File: src/rtl/fifo_wr_arbiter_pkg.sv
`default_nettype none
// ============================================================================
//  Module      : fifo_arb_pkg
//  Description : Shared types and helpers for the FIFO write-port arbiter.
//  Revision    : 1.0 - initial release
// ============================================================================
package fifo_arb_pkg;

  // Arbiter states: waiting for a request, or serving one granted requester
  typedef enum logic [0:0] {
    ARB_IDLE  = 1'b0,
    ARB_GRANT = 1'b1
  } arb_state_e;

  // Round-robin index increment with explicit wrap, safe for any requester count
  function automatic int unsigned rr_wrap_inc(input int unsigned idx, input int unsigned n);
    rr_wrap_inc = ((idx + 32'd1) >= n) ? 32'd0 : (idx + 32'd1);
  endfunction

endpackage
`default_nettype wire

File: src/rtl/fifo_wr_arbiter_if.sv
`default_nettype none
// ============================================================================
//  Module      : fifo_wr_arbiter_if
//  Description : Producer-side request bus plus FIFO write port of the
//                arbiter. "slave" is the arbiter view, "master" the
//                producers/FIFO view.
//  Revision    : 1.0 - initial release
// ============================================================================
interface fifo_wr_arbiter_if #(
  parameter int NUM_REQ    = 4,
  parameter int DATA_WIDTH = 8,
  parameter int IDW        = $clog2(NUM_REQ)
);
  logic [NUM_REQ-1:0]            req_valid;
  logic [NUM_REQ*DATA_WIDTH-1:0] req_data;
  logic [NUM_REQ-1:0]            req_last;
  logic [NUM_REQ-1:0]            req_ready;
  logic                          wfull;
  logic                          wren;
  logic [DATA_WIDTH-1:0]         wdata;
  logic [IDW-1:0]                grant_id;
  logic                          busy;

  modport slave (
    input  req_valid, req_data, req_last, wfull,
    output req_ready, wren, wdata, grant_id, busy
  );

  modport master (
    output req_valid, req_data, req_last, wfull,
    input  req_ready, wren, wdata, grant_id, busy
  );
endinterface
`default_nettype wire

File: src/rtl/fifo_wr_arbiter_rr_pick.sv
`default_nettype none
// ============================================================================
//  Module      : rr_pick
//  Description : Combinational round-robin search. Returns the first set
//                request bit found searching upward from start, with wrap.
//  Revision    : 1.0 - initial release
// ============================================================================
module rr_pick #(
  parameter int NUM_REQ = 4,
  parameter int IDW     = $clog2(NUM_REQ)
) (
  input  logic [NUM_REQ-1:0] req,
  input  logic [IDW-1:0]     start,
  output logic               found,
  output logic [IDW-1:0]     idx
);
  // One extra bit so start+offset never overflows before the wrap
  localparam logic [IDW:0] C_NUM = (IDW+1)'(NUM_REQ);

  logic [IDW:0] w_cand;

  // Scan offsets from farthest to nearest so the nearest hit wins
  always_comb begin
    found  = 1'b0;
    idx    = '0;
    w_cand = '0;
    for (int k = NUM_REQ - 1; k >= 0; k--) begin
      w_cand = {1'b0, start} + (IDW+1)'(k);
      if (w_cand >= C_NUM) w_cand = w_cand - C_NUM;
      if (req[w_cand[IDW-1:0]]) begin
        found = 1'b1;
        idx   = w_cand[IDW-1:0];
      end
    end
  end
endmodule
`default_nettype wire

File: src/rtl/fifo_wr_arbiter.sv
`default_nettype none
// ============================================================================
//  Module      : fifo_wr_arbiter
//  Description : Round-robin arbiter sharing one FIFO write port among
//                NUM_REQ producers. Grants are bounded to MAX_BURST beats,
//                or, with FIFO_ARB_PKT_LOCK_EN defined, held until the beat
//                carrying req_last is accepted. The FIFO full flag gates
//                every beat combinationally so no write is ever dropped.
//  Options     : `define FIFO_ARB_PKT_LOCK_EN for packet-locked grants
//  Revision    : 1.0 - initial release
// ============================================================================
module fifo_wr_arbiter
  import fifo_arb_pkg::*;
#(
  parameter int NUM_REQ    = 4,
  parameter int DATA_WIDTH = 8,
  parameter int MAX_BURST  = 8
) (
  input  logic               clk,
  input  logic               reset_n,
  fifo_wr_arbiter_if.slave   bus
);
  localparam int IDW = $clog2(NUM_REQ);
  localparam int BCW = $clog2(MAX_BURST + 1);

  arb_state_e         state_q, state_d;
  logic [IDW-1:0]     grant_q, grant_d;
  logic [IDW-1:0]     rr_ptr_q, rr_ptr_d;
  logic [BCW-1:0]     beat_q, beat_d;
  logic               busy_q;

  logic               w_found;
  logic [IDW-1:0]     w_pick;
  logic [NUM_REQ-1:0] w_ready;
  logic               w_wren;
  logic [DATA_WIDTH-1:0] w_wdata;
  logic [BCW-1:0]     w_beat_inc;
  logic               w_release;

  rr_pick #(
    .NUM_REQ (NUM_REQ),
    .IDW     (IDW)
  ) u_rr_pick (
    .req   (bus.req_valid),
    .start (rr_ptr_q),
    .found (w_found),
    .idx   (w_pick)
  );

  assign w_beat_inc = beat_q + BCW'(1);

`ifdef FIFO_ARB_PKT_LOCK_EN
  // Grant ends only when the packet's final beat is actually written
  assign w_release = w_wren && bus.req_last[grant_q];
`else
  // Grant ends when the burst budget is used up or the owner goes idle
  assign w_release = !bus.req_valid[grant_q] ||
                     (w_wren && (w_beat_inc == BCW'(MAX_BURST)));
  logic unused_last;
  assign unused_last = ^bus.req_last;
`endif

  // State and grant bookkeeping registers; reset aborts any partial burst
  always_ff @(posedge clk or negedge reset_n) begin
    if (!reset_n) begin
      state_q  <= ARB_IDLE;
      grant_q  <= '0;
      rr_ptr_q <= '0;
      beat_q   <= '0;
      busy_q   <= 1'b0;
    end else begin
      state_q  <= state_d;
      grant_q  <= grant_d;
      rr_ptr_q <= rr_ptr_d;
      beat_q   <= beat_d;
      busy_q   <= (state_d == ARB_GRANT);
    end
  end

  // Next-state: pick a winner when idle, count beats and release when granted
  always_comb begin
    state_d  = state_q;
    grant_d  = grant_q;
    rr_ptr_d = rr_ptr_q;
    beat_d   = beat_q;
    case (state_q)
      ARB_IDLE: begin
        if (w_found) begin
          state_d = ARB_GRANT;
          grant_d = w_pick;
          beat_d  = '0;
        end
      end
      ARB_GRANT: begin
        if (w_wren) beat_d = w_beat_inc;
        if (w_release) begin
          state_d  = ARB_IDLE;
          rr_ptr_d = IDW'(rr_wrap_inc(32'(grant_q), NUM_REQ));
        end
      end
      default: state_d = ARB_IDLE;
    endcase
  end

  // Outputs: forward the granted requester straight through, gated by wfull
  always_comb begin
    w_ready = '0;
    w_wren  = 1'b0;
    w_wdata = '0;
    if (state_q == ARB_GRANT) begin
      w_ready[grant_q] = !bus.wfull;
      w_wren           = bus.req_valid[grant_q] && !bus.wfull;
      w_wdata          = bus.req_data[grant_q*DATA_WIDTH +: DATA_WIDTH];
    end
  end

  assign bus.req_ready = w_ready;
  assign bus.wren      = w_wren;
  assign bus.wdata     = w_wdata;
  assign bus.grant_id  = grant_q;
  assign bus.busy      = busy_q;

endmodule
`default_nettype wire

File: src/flat_wrapper.sv
// flat-port wrapper written by rule: the top's interface ports become plain ports
module fifo_wr_arbiter_flat import fifo_arb_pkg::*;
#(
  parameter int NUM_REQ    = 4,
  parameter int DATA_WIDTH = 8,
  parameter int MAX_BURST  = 8
)
  (clk, reset_n, bus_req_valid, bus_req_data, bus_req_last, bus_wfull, bus_req_ready, bus_wren, bus_wdata, bus_grant_id, bus_busy);
  fifo_wr_arbiter_if #(.NUM_REQ(NUM_REQ), .DATA_WIDTH(DATA_WIDTH)) bus_i ();
  input  logic clk;
  input  logic reset_n;
  input wire logic [$bits(bus_i.req_valid)-1:0] bus_req_valid;
  input wire logic [$bits(bus_i.req_data)-1:0] bus_req_data;
  input wire logic [$bits(bus_i.req_last)-1:0] bus_req_last;
  input wire logic [$bits(bus_i.wfull)-1:0] bus_wfull;
  output wire logic [$bits(bus_i.req_ready)-1:0] bus_req_ready;
  output wire logic [$bits(bus_i.wren)-1:0] bus_wren;
  output wire logic [$bits(bus_i.wdata)-1:0] bus_wdata;
  output wire logic [$bits(bus_i.grant_id)-1:0] bus_grant_id;
  output wire logic [$bits(bus_i.busy)-1:0] bus_busy;
  assign bus_i.req_valid = bus_req_valid;
  assign bus_i.req_data = bus_req_data;
  assign bus_i.req_last = bus_req_last;
  assign bus_i.wfull = bus_wfull;
  assign bus_req_ready = bus_i.req_ready;
  assign bus_wren = bus_i.wren;
  assign bus_wdata = bus_i.wdata;
  assign bus_grant_id = bus_i.grant_id;
  assign bus_busy = bus_i.busy;
  fifo_wr_arbiter #(.NUM_REQ(NUM_REQ), .DATA_WIDTH(DATA_WIDTH), .MAX_BURST(MAX_BURST)) u_core (.clk(clk), .reset_n(reset_n), .bus(bus_i));
endmodule
File: config.mk
export PLATFORM = sky130hd
export DESIGN_NAME = fifo_wr_arbiter_flat
export DESIGN_NICKNAME = d
export VERILOG_FILES = /design/src/rtl/fifo_wr_arbiter_pkg.sv /design/src/rtl/fifo_wr_arbiter_if.sv /design/src/rtl/fifo_wr_arbiter_rr_pick.sv /design/src/rtl/fifo_wr_arbiter.sv /design/src/flat_wrapper.sv
export SDC_FILE = /design/constraint.sdc
export NUM_CORES = 1
export LEC_CHECK = 0
export ABC_CLOCK_PERIOD_IN_PS = 1400
export BUFFER_PORTS_ARGS = -buffer_cell sky130_fd_sc_hd__buf_2
export CELL_PAD_IN_SITES_DETAIL_PLACEMENT = 1
export CELL_PAD_IN_SITES_GLOBAL_PLACEMENT = 2
export CORE_UTILIZATION = 20
export CTS_CLUSTER_DIAMETER = 80
export DETAILED_ROUTE_END_ITERATION = 10
export PLACE_DENSITY_LB_ADDON = 0.1
export SYNTH_ARGS = -nofsm -noshare
export SYNTH_HDL_FRONTEND = slang
export SYNTH_SLANG_ARGS = --single-unit
File: constraint.sdc
create_clock -name clk -period 1.4 [get_ports clk]
set_clock_uncertainty 0.05 [all_clocks]
set_input_delay 0.28 -clock clk [delete_from_list [all_inputs] [get_ports clk]]
set_output_delay 0.28 -clock clk [all_outputs]
set_load 0.005 [all_outputs]
== Word level (Yosys, flattened, before mapping) ==
Index checks and enable logic that the tools add are counted.
Cells by class
  add/sub/neg operators: 9
  $lt $le $gt $ge: 11
  equality and inequality tests: 3
  shift-type cells: 1
  muxes and demuxes: 34
  bitwise gates (word level): 2
  reduce and logical (&&, ||, !) cells: 9
Operators with widths (count)
  variable part select 32 x 6 -> 8 bit: 1
  2-to-1 mux 2 bit: 9
  < comparator 2 x 3 -> 1 bit, second input constant: 5
  2-to-1 mux 1 bit: 13
  >= comparator 3 bit, second input constant: 4
  2-to-1 mux 4 bit: 3
  binary-select mux 1 bit (select 2 bit): 5
  2-to-1 mux 8 bit: 1
  one-hot mux 4 bit (2 select lines): 1
  subtractor 2 x 1 -> 2 bit, second input constant: 4
  adder 2 x 1 -> 3 bit, second input constant: 2
  adder 2 x 2 -> 3 bit, second input constant: 2
  AND reduction 2 bit: 3
  adder 4 x 1 -> 4 bit, second input constant: 1
  AND 4 bit: 1
  equality test 4 bit, second input constant: 1
  inequality test 2 bit, second input constant: 2
  >= comparator 2 x 3 -> 1 bit, second input constant: 1
  logical AND 1 bit: 3
  demux 1 bit (select 2 bit): 1
  >= comparator 2 x 1 -> 1 bit, second input constant: 1
  zero test 1 bit: 2
  one-hot mux 1 bit (2 select lines): 1
  logical OR 1 bit: 1
  NOT 1 bit: 1
Storage, ports and cells
  bits in registers: 9
  output and inout port bits: 16

== Logic depth before layout (Yosys ltp) ==
  word-level depth: 11
  depth in mapped cells: 6

== Cells and area by module ==
From an unflattened synthesis, not the netlist that was laid out.
Unflattened totals
  cell total of the unflattened synthesis: 92
  area, all modules: 943.4 sq um
Modules (own cells, without submodules)
  fifo_wr_arbiter: instances 1, cells each 79, area an instance 865.8 sq um, sequential area each 225.2 sq um
  rr_pick: instances 1, cells each 13, area an instance 77.6 sq um, sequential area each 0.0 sq um

== Worst setup path before layout ==
OpenSTA, ideal clock, no wires.
  kind: register to output
  start: register u_core.grant_q[0], in the netlist u_core.bus.grant_id[0]
  end: output port bus_wdata[1]
  data arrival time: 1290 ps
  path slack: -220 ps
  stages on the path, launching flop included: 4
  path through: dfrtp_1 > buf_6 > mux4_2 > and2_1
Between the ends
  longest elaborated chain between the ends: 2
RTL lines
  from (decl): line fifo_wr_arbiter.sv:27  | logic [IDW-1:0] grant_q, grant_d;
  from (signal assigned): line fifo_wr_arbiter.sv:73  | grant_q <= grant_d;
  variable part select 32 x 6 -> 8 bit: line fifo_wr_arbiter.sv:113  | w_wdata = bus.req_data[grant_q*DATA_WIDTH +: DATA_WIDTH];
  2-to-1 mux 8 bit: line fifo_wr_arbiter.sv:110  | if (state_q == ARB_GRANT) begin
  to (decl): line flat_wrapper.sv:18  | output wire logic [$bits(bus_i.wdata)-1:0] bus_wdata;
Every way passes these cells.

== Final worst setup path ==
  start: register u_core.grant_q[0], in the netlist u_core.bus.grant_id[0]
  end: output port bus_wdata[6]
The elaborated chain is that of the path after synthesis.

==> run summary <==
run status -> complete, but fails checks
failing checks -> setup timing
Data arrival, critical path -> 1.53 ns
Sw Share -> 0.357
initial core utilization -> 0.210
top-count cell post-synth -> and2_1
vias after detailed routing -> 924
crit-path max FO -> 4
largest vdd supply drop -> 0.660 mV
Row Count -> 23
max-cap violations -> 0
Post-Syn Instances -> 80
RSZ-0062 raised after global routing -> true
sequential power share -> 0.171
worst r2r src -> u_core.bus.grant_id[1]
Routed wire per std cell -> 13.5 um
CP max-delay cell -> mux4_2
crit path time final -> 1.86 ns
vias per cell -> 4.49
WP buf/inv -> 2
Slew @ Worst Pin -> 0.304 ns
clk_lat worst skew -> 0.24 ns
Main synth FF type -> dfrtp_1
DP HPWL -> 2230 um
gpl congestion -> 0.687
number of flops mapped to enable cells by yosys -> 0
initial antenna violation count -> 0
final hold vios -> 0
ys async rst share -> 1.00
DR pass1 iterations -> 3
CTS max path bufs -> 2
Levels on crit path -> 4
mapped cell area -> 847 um2
RR Endpoint -> u_core.rr_ptr_q[0]
CP top delay family -> multiplexers
die width -> 67.1 um
Crit Path Class -> flip-flop to output port
Place WS -> -0.321 ns
max-slew violations -> 0
post-synth top area share -> 0.266
Max Freq -> 0.537 GHz
fraction of power consumed by the clock network -> 0.111
DRT antenna net count -> 0
Ys Warns -> 0
diodes inserted -> 0
Hold Crit Class -> primary input to asynchronous set/reset pin
Pint -> 1820 uW
Residual DRC -> 0
Req. time, crit path -> 1.07 ns
PnR worst setup slack -> -0.462 ns
R2R Setup Slk -> -0.30 ns
crit path cell chain -> clkbuf_16, mux4_2, and2_1, buf_2
CTS H-Tree Depth -> 1
die area -> 0.00450 mm2
number of I/O pins -> 59
NumNets Final -> 206
Core Util, Final -> 0.385
static leakage -> 0.000753 uW
core area -> 0.00403 mm2
Worst R2R Path Depth -> 5
sum of negative setup slack -> -6.55 ns
Max-slew headroom -> 0.797
grt total ovfl -> 0
Net Count, Synth -> 129
share of layout cells above drive strength 1 -> 0.718
global-route wire length before repair -> 4110 um
Startpoint Class -> flip-flop
P_sw -> 1010 uW
iteration-0 DRC count of the detailed router -> 11
share of power burned in combinational logic -> 0.718
dominant cells by area after synthesis -> dfrtp_1, mux4_2, and2_1, ha_1, mux2_4
CP max stage delay -> 0.47 ns
Final setup violation count -> 20
synth cell count leaders -> and2_1, dfrtp_1, mux4_2, ha_1, nand2_1
CP Capture Type -> output port
synth unique cells -> 26
largest net degree at the start of global routing -> 14
Clock Sinks -> 9
chip height -> 67.1 um
sequential area share after synthesis -> 0.266
Total Wirelength -> 2780 um
Area Growth Syn to Fin -> 83.0%
Inserted Clock Buffers -> 3
Syn Area/Cell -> 10.6 um2
GRT Overall Usage -> 0.123
CTS Root Cell -> clkbuf_8
period utilisation layout -> 1.33
vias in the first global route -> 907
clk slew on worst S/H paths -> 0.05 ns
Min Hold Slack -> 0.373 ns
Synth Register Bits -> 9
CTS tree -> done
PwrDens -> 1830 mW/mm2
Synth area leader -> dfrtp_1
Port Buffers -> 54
[layout make-up]
| type | count | area [um2] |
|---|---|---|
| clock buffer | 4 | 45.0 |
| tap | 50 | 62.6 |
| sequential | 9 | 226 |
| fill | 469 | 2480 |
| multi-input combinational | 63 | 663 |
| inverter | 5 | 23.8 |
| timing repair buffer | 75 | 529 |
[sequential cells by signal, summed over array words and instances (netlist names)]
name and count:
u_core.beat_q 4, u_core.bus.grant_id 2, u_core.state_q 1, u_core.rr_ptr_q 2
[metrics by stage]
step	total power [uW]	area, um2	cells
4_1_cts	2470	1390	203
3_5_place_dp	1950	1270	195
3_3_place_gp	1940	1270	195
2_1_floorplan	1370	848	80
5_1_grt	3090	1550	206
6_report	2830	1550	206
[power by group through the flow]
stage	Combinational [uW]	Sequential [uW]	Clock (uW)
finish	2030	485	313
global route	2240	509	339
CTS	1670	477	326
detailed placement	1400	546	0
global placement	1400	541	0
floorplan	885	483	0
[worst max path at each step]
stage                                 startpoint            endpoint  slack, ns
after CTS                 u_core.bus.grant_id[0]        bus_wdata[0]      -0.46
after floorplan           u_core.bus.grant_id[1]  u_core.rr_ptr_q[0]      -0.17
after detailed placement  u_core.bus.grant_id[0]        bus_wdata[4]      -0.32
final                     u_core.bus.grant_id[0]        bus_wdata[6]      -0.46
after global placement    u_core.bus.grant_id[0]        bus_wdata[4]      -0.33
after global routing      u_core.bus.grant_id[0]        bus_wdata[2]      -0.52
[cells in the final DEF (no fill, tap or decap), types with 2 or more instances in the layout]
| cell | n |
|---|---|
| dfrtp_1 | 8 |
| ha_2 | 2 |
| buf_2 | 46 |
| and2_4 | 6 |
| buf_4 | 14 |
| nand2_2 | 3 |
| clkbuf_8 | 3 |
| nor2_1 | 3 |
| ha_1 | 3 |
| mux2_4 | 2 |
| inv_1 | 3 |
| and2_1 | 6 |
| o21ai_1 | 2 |
| mux4_2 | 9 |
| buf_6 | 11 |
| nand2_1 | 4 |
| nand3_2 | 4 |
| a21oi_1 | 3 |
| o21ai_2 | 2 |
[routing by layer]
metal	track usage	share of wire	routed length [um]	vias up
met2	0.231	0.49	1380	38
met5	0	0	0	-
met3	0.0223	0.093	258	4
met1	0.127	0.40	1110	441
li1	-	-	-	441
met4	0.0638	0.012	33	0
[cell families after synthesis]
family	Yosys count	synth area share
multiplexers	12	0.287
XOR/XNOR	2	0.0207
buffers and inverters	8	0.0458
flip-flops	9	0.266
adder cells (fa/ha/maj)	6	0.0886
AND/OR/NAND/NOR	30	0.189
AO/OA/AOI/OAI	13	0.103
[timing repair]
action | 4_1_cts | 5_1_grt
cloned | 0 | 1
setup buffers | 3 | 3
pin swaps | 4 | 8
hold endpoints to repair | 9 | 0
endpoints found under the setup margin | 20 | 21
gates resized for setup | 14 | 28
hold buffers | 1 | 0
(Power assumes the default switching activity.)
